<file path="config.mk">
export PLATFORM = sky130hd
export DESIGN_NAME = uart_pkt_ctrl
export DESIGN_NICKNAME = d
export VERILOG_FILES = /design/src/rtl/uart_pkt_ctrl.sv
export SDC_FILE = /design/constraint.sdc
export NUM_CORES = 1
export LEC_CHECK = 0
export BUFFER_PORTS_ARGS = -buffer_cell sky130_fd_sc_hd__buf_2
export CAP_MARGIN = 10
export CORE_MARGIN = 10
export CORE_UTILIZATION = 58
export CTS_CLUSTER_DIAMETER = 200
export CTS_CLUSTER_SIZE = 25
export DETAILED_ROUTE_END_ITERATION = 7
export PLACE_DENSITY = 0.77
export SYNTH_ARGS = -nofsm -noshare
export SYNTH_HDL_FRONTEND = slang
export SYNTH_SLANG_ARGS = --single-unit
export TNS_END_PERCENT = 1
</file>
<file path="constraint.sdc">
create_clock -name clk -period 2.7 [get_ports clk]
set_input_delay 0.27 -clock clk [delete_from_list [all_inputs] [get_ports clk]]
set_output_delay 0.27 -clock clk [all_outputs]
set_load 0.02 [all_outputs]
</file>
<file path="src/rtl/uart_pkt_ctrl.sv">
// Purpose: frames UART receiver bytes into SYNC/CMD/ADDR/DATA/CHK packets; issues register writes or baud changes.
// Latency: results registered 2 clk edges after the checksum byte strobe; timeout fires TIMEOUT edges after the last strobe.
// Backpressure: none; bytes arriving during the one-cycle EXEC state are dropped, stalled packets are aborted by timeout.
module uart_pkt_ctrl #(
  parameter int          TIMEOUT      = 200000,
  parameter logic [1:0]  BAUD_DEFAULT = 2'b00,
  parameter logic [7:0]  SYNC         = 8'hA5
) (
  input  logic       clk,
  input  logic       rst,
  input  logic [7:0] byte_data,
  input  logic       data_valid,
  output logic [1:0] brate_sel,
  output logic       wr_en,
  output logic [7:0] wr_addr,
  output logic [7:0] wr_data,
  output logic       pkt_ok,
  output logic       pkt_err,
  output logic [1:0] err_code,
  output logic [7:0] pkt_cnt
);

  typedef enum logic [2:0] {
    S_IDLE,
    S_CMD,
    S_ADDR,
    S_DATA,
    S_CHK,
    S_EXEC
  } state_t;

  localparam logic [19:0] TMO_LAST = 20'(TIMEOUT - 1);

  state_t      state, state_nxt;
  logic        dv_q;
  logic        stb;
  logic [19:0] tmo_cnt;
  logic        tmo_fire;
  logic [7:0]  cmd_q, addr_q, data_q, chk_q;
  logic        do_wr, do_baud, err_chk, err_arg;

  // dv_q resets high so a data_valid level already present at reset is not seen as a new byte
  always_ff @(posedge clk) begin
    if (rst) dv_q <= 1'b1;
    else     dv_q <= data_valid;
  end

  assign stb = data_valid & ~dv_q;

  // State register
  always_ff @(posedge clk) begin
    if (rst) state <= S_IDLE;
    else     state <= state_nxt;
  end

  // Next-state logic and EXEC decode; a strobe always beats the timeout terminal count
  always_comb begin
    state_nxt = state;
    tmo_fire  = 1'b0;
    do_wr     = 1'b0;
    do_baud   = 1'b0;
    err_chk   = 1'b0;
    err_arg   = 1'b0;
    unique case (state)
      S_IDLE: if (stb && byte_data == SYNC) state_nxt = S_CMD;
      S_CMD, S_ADDR, S_DATA, S_CHK: begin
        if (stb) begin
          unique case (state)
            S_CMD:   state_nxt = S_ADDR;
            S_ADDR:  state_nxt = S_DATA;
            S_DATA:  state_nxt = S_CHK;
            default: state_nxt = S_EXEC;
          endcase
        end else if (tmo_cnt == TMO_LAST) begin
          state_nxt = S_IDLE;
          tmo_fire  = 1'b1;
        end
      end
      S_EXEC: begin
        state_nxt = S_IDLE;
        if ((cmd_q ^ addr_q ^ data_q) != chk_q)
          err_chk = 1'b1;
        else if (cmd_q == 8'h01)
          do_wr = 1'b1;
        else if (cmd_q == 8'h02 && data_q[7:2] == 6'd0 && data_q[1:0] != 2'b11)
          do_baud = 1'b1;
        else
          err_arg = 1'b1;
      end
      default: state_nxt = S_IDLE;
    endcase
  end

  // Inter-byte timeout counter: runs only while a packet is partially received
  always_ff @(posedge clk) begin
    if (rst)
      tmo_cnt <= '0;
    else if (stb || tmo_fire || state == S_IDLE || state == S_EXEC)
      tmo_cnt <= '0;
    else
      tmo_cnt <= tmo_cnt + 20'd1;
  end

  // Capture packet fields as their strobes arrive
  always_ff @(posedge clk) begin
    if (rst) begin
      cmd_q  <= '0;
      addr_q <= '0;
      data_q <= '0;
      chk_q  <= '0;
    end else if (stb) begin
      if (state == S_CMD)  cmd_q  <= byte_data;
      if (state == S_ADDR) addr_q <= byte_data;
      if (state == S_DATA) data_q <= byte_data;
      if (state == S_CHK)  chk_q  <= byte_data;
    end
  end

  // Registered outputs: single-cycle pulses, held address/data/baud/error code, packet counter
  always_ff @(posedge clk) begin
    if (rst) begin
      brate_sel <= BAUD_DEFAULT;
      wr_en     <= 1'b0;
      wr_addr   <= '0;
      wr_data   <= '0;
      pkt_ok    <= 1'b0;
      pkt_err   <= 1'b0;
      err_code  <= '0;
      pkt_cnt   <= '0;
    end else begin
      wr_en   <= do_wr;
      pkt_ok  <= do_wr | do_baud;
      pkt_err <= err_chk | err_arg | tmo_fire;
      if (do_wr) begin
        wr_addr <= addr_q;
        wr_data <= data_q;
      end
      if (do_baud) brate_sel <= data_q[1:0];
      if (err_chk)       err_code <= 2'd1;
      else if (err_arg)  err_code <= 2'd2;
      else if (tmo_fire) err_code <= 2'd3;
      if (do_wr || do_baud) pkt_cnt <= pkt_cnt + 8'd1;
    end
  end

endmodule

</file>
After elaboration in Yosys (flattened, before gate mapping)
Cells that the tools add are included.
Word-level totals
  register bits: 87
  output and inout port bits: 31
  logic and storage cells: 81
Operators by class
  add/subtract/negate cells: 2
  equality and inequality tests: 13
  muxes and demuxes: 24
  bitwise gates (word level): 7
  reduce and logical (&&, ||, !) cells: 19
Operators with widths (count)
  $add 20x1->20 const B: 1
  $eq 20x18->1 const B: 1
  $mux 1: 17
  $xor 8x8->8: 2
  $reduce_and 2->1: 5
  $mux 3: 3
  $pmux 3 s3: 1
  $add 8x1->8 const B: 1
  $eq 8x1->1 const B: 1
  $eq 8x2->1 const B: 1
  $eq 8x8->1 const B: 1
  $ne 8x8->1: 1
  $eq 3x2->1 const B: 2
  $eq 3x3->1 const B: 2
  $logic_not 6->1: 1
  $pmux 3 s2: 1
  $logic_or 1x1->1: 4
  $mux 2: 2
  $ne 2x2->1 const B: 2
  $reduce_or 2->1: 2
  $reduce_or 4->1: 1
  $eq 3x1->1 const B: 1
  $logic_and 1x1->1: 3
  $logic_not 3->1: 1
  other kinds (6): 8

Longest topological paths before layout
  depth in word-level cells: 9
  mapped depth: 7
  mapped depth without buffers: 6

Worst setup path before layout
No wires, ideal clock.
  path kind: reg2reg
  start point: reg data_q[2]
  end point: reg pkt_cnt[7]
  setup time: 0.121 ns
  arrival time: 1.983 ns
  setup slack: 0.597 ns
  stages on the path, launching flop included: 7
  path buffers: 1
  period minus slack after synthesis: 2.103 ns
  cell sequence: dfxtp_1 -> or4b_1 -> o31ai_1 -> nand2_1 -> buf_4 -> nor4b_1 -> mux2_2
On the way
  longest elaborated chain between the ends: 8
  elaborated cells between the ends (all ways): 12
  those cells by class: 1 x eq/ne; 6 x mux; 1 x bitwise; 4 x reduce/logical
RTL lines
  start: declaration: line 39  | logic [7:0] cmd_q, addr_q, data_q, chk_q;
  start signal: assignment: line 114  | if (state == S_DATA) data_q <= byte_data;
  $logic_not 6->1: line 85  | else if (cmd_q == 8'h02 && data_q[7:2] == 6'd0 && data_q[1:0] != 2'b11)
  $logic_and 1x1->1 (2 in a row): line 85
  $mux 1: line 85
  $mux 1: line 83  | else if (cmd_q == 8'h01)
  $mux 1: line 81  | if ((cmd_q ^ addr_q ^ data_q) != chk_q)
  $mux 1: line 64  | unique case (state)
  $logic_or 1x1->1 (*): line 142  | if (do_wr || do_baud) pkt_cnt <= pkt_cnt + 8'd1;
  end signal: assignment: line 142
  end: declaration: line 20  | output logic [7:0] pkt_cnt
Mark *: on every way between the ends. The rest lies on a longest branch, timed or not.
A chain may end at the register's enable or synchronous reset.

Worst setup path in the final report
  start point: reg data_q[2]
  end point: reg pkt_cnt[2]
Same word-level chain as after synthesis.

==> impl_results.md <==
* Crit path cell chain: or4b_1 -> o31ai_1 -> nand2_1 -> buf_4 -> nor4_1 -> mux2_2
* Die width at 103 um
* Critical Path Start: data_q[2]
* Asr flop ratio synth at 0
* Initial Utilization at 0.592
* Hold slack at 0.126 ns
* Post-synth cell types at 43
* Root Driver: clkbuf_8
* Max Clock Skew at 0.00865 ns
* FP Rows at 30
* Final core utilization at 0.652
* Final Max Slew Viols at 0
* Core area at 6760 sq um
* Fin. Hold Viols at 0
* Synthesis warning total at 0
* Tightest Hold Check Type: in2reg
* DRC violation total after the first TritonRoute iteration at 161
* Buffers & Inverters on Critical Path at 1
* Post-CTS Hold Fix Bufs at 0
* Largest net degree at the start of global routing at 51
* Worst rel slew slack at 0.546
* Commonest non-fill, non-tap cell in the layout: dfxtp_1
* Syn Nets at 451
* Post-synthesis area per instance at 9.13 sq um
* Final GP Congestion at 0.819
* CP Capture Type: register
* Number of synthesized register bits at 87
* N_diodes at 0
* Die area at 10600 sq um
* Setup TNS at 0 ns
* EDFF count, synth at 0
* Slowest stage cell, crit path: or4b_1
* Port Buffers at 41
* CP max stage delay at 0.54 ns
* FF-to-FF Start: data_q[2]
* CP Max Fanout at 6
* First-pass GRT wire length at 13.6 mm
* Die Span Y at 103 um
* Fraction of layout cells with a size suffix above 1 at 0.145
* H-tree levels at 3
* DP HPWL at 5.80 mm
* Via/cell ratio at 5.47
* Leak at 1.70 nW
* Clock buffer depth at 2
* CTS Sinks at 87
* Drt pass-1 iters at 5
* Max-Cap Viols at 0
* Area Growth Syn to Fin at 10.3%
* DR vias at 3039
* Fmax achieved at 425 MHz
* Vias in the first global route at 2883
* Register area share after synthesis at 0.436
* Final ANT Viol Nets at 0
* Clock transition at path regs at 0.08 ns
* RSZ-0062 raised after global routing: no
* Status: finished clean
* Fin crit period at 2.36 ns
* Clock Latency Late Sink at 0.35 ns
* Pwr Density at 478 nW/um^2
* Final cycle utilization of the critical path at 0.872
* Synth Cell Area at 4000 sq um
* Synth area leaders: dfxtp_1, mux2i_1, xnor2_1
* Avg WL per Cell at 14.5 um
* Post-CTS Setup Bufs at 0
* IR drop worst, VDD at 0.281 mV
* Crit path DAT at 2.60 ns
* Highest-count cells in the layout ignoring fill and taps: dfxtp_1, nor2_1, mux2i_1
* Final setup fails at 0
* Startpoint Class: register
* Post-cts resize count at 0
* Overflow after GRT at 0
* Share of the synthesized area in the top cell type at 0.436
* CP required at 2.94 ns
* CTS tree: built
* Worst-margin pin slew at 0.681 ns
* CTS buffer count at 9
* Final Routed Wirelength at 8.08 mm
* Hold Crit Start: data_valid
* IO Pins at 42
* Prevailing post-synth register cell: dfxtp_1
* Crit path kind: reg2reg
* Nets at 485
* Largest delay share family, worst path: simple AND/OR/NAND/NOR gates
* Yosys top cell by area: dfxtp_1
* Cells after Synth at 438
* Initial antenna violation count at 0
* Aggregate global-route resource usage at 0.160
* DRC errors left at 0
[where the power goes]
part / internal [mW] / switching, mW / total [mW]
sequential: 1.28 / 0.000347 / 1.28
combinational: 0.0192 / 0.0336 / 0.0528
clock: 0.355 / 0.418 / 0.774
[state kept, by name, indices dropped and copies added, names as in the netlist]
| register | count |
|---|---|
| tmo_cnt | 20 |
| addr_q | 8 |
| chk_q | 8 |
| cmd_q | 8 |
| data_q | 8 |
| pkt_cnt | 8 |
| wr_addr | 8 |
| wr_data | 8 |
| state | 3 |
| brate_sel | 2 |
| err_code | 2 |
| dv_q | 1 |
| pkt_err | 1 |
| pkt_ok | 1 |
| wr_en | 1 |
[kinds of logic (layout without fill, tap and decap cells)]
family | count (synthesis) | count (layout) | share of synthesized area
fa+ha+maj | 2 | 2 | 0.00626
flops | 87 | 87 | 0.436
simple gates | 202 | 202 | 0.270
compound gates | 24 | 24 | 0.0354
buf+inv | 29 | 67 | 0.0291
mux | 50 | 50 | 0.127
xor+xnor | 44 | 44 | 0.0964
[worst register-to-register path, cell delays in order, from the launching register on]
cell	delay [ns]
dfxtp_1	0.34
or4b_1	0.55
o31ai_1	0.25
nand2_1	0.19
buf_4	0.21
nor4_1	0.33
mux2_2	0.38
[layout make-up]
| cell class | count | area [sq um] |
|---|---|---|
| multi-input cells | 322 | 2140 |
| fillers | 575 | 2350 |
| well taps | 80 | 100 |
| repair buffers | 47 | 250 |
| clock inverters | 1 | 5.00 |
| clock buffers | 14 | 153 |
| flip-flops and latches | 87 | 1740 |
| inverters | 5 | 18.8 |
[path summary, 6_finish.rpt]
kind         slack, ns    endpoint  depth (start not counted)
max               0.34  pkt_cnt[2]                          6
min               0.13        dv_q                          2
max reg2reg       0.34  pkt_cnt[2]                          6
min reg2reg       0.46  tmo_cnt[0]                          1
[cell usage after synthesis (all sizes together), types with 2 or more instances]
| library cell | number |
|---|---|
| dfxtp | 87 |
| nor2 | 63 |
| mux2i | 43 |
| nand2b | 37 |
| xnor2 | 35 |
| clkbuf | 21 |
| nand2 | 19 |
| nand3 | 17 |
| a21oi | 14 |
| nor4 | 12 |
| nor3 | 10 |
| nor2b | 9 |
| xor2 | 9 |
| mux2 | 7 |
| nand4 | 7 |
| and3 | 5 |
| inv | 5 |
| and2 | 3 |
| buf | 3 |
| nor4bb | 3 |
| o21ai | 3 |
| or4 | 3 |
| ha | 2 |
| nand3b | 2 |
| nor3b | 2 |
| nor4b | 2 |
| o31ai | 2 |
| or2 | 2 |
[through the flow]
stage / total power, mW / worst slack (ns) / std cells / instance area (sq um)
2_1_floorplan: 1.34 / 0.597 / 438 / 4000
3_3_place_gp: 1.37 / 0.422 / 541 / 4250
3_5_place_dp: 1.37 / 0.357 / 541 / 4250
4_1_cts: 2.13 / 0.344 / 556 / 4410
5_1_grt: 2.19 / 0.137 / 556 / 4410
6_report: 2.11 / 0.344 / 556 / 4410
[per-layer routing]
metal	wire, um	vias up	GRT usage
li1	-	1551	-
met1	3900	1401	0.210
met2	3620	73	0.244
met3	440	14	0.0409
met4	121	0	0.0663
met5	0	-	0
Note: power is estimated with default switching activity, not from simulation.
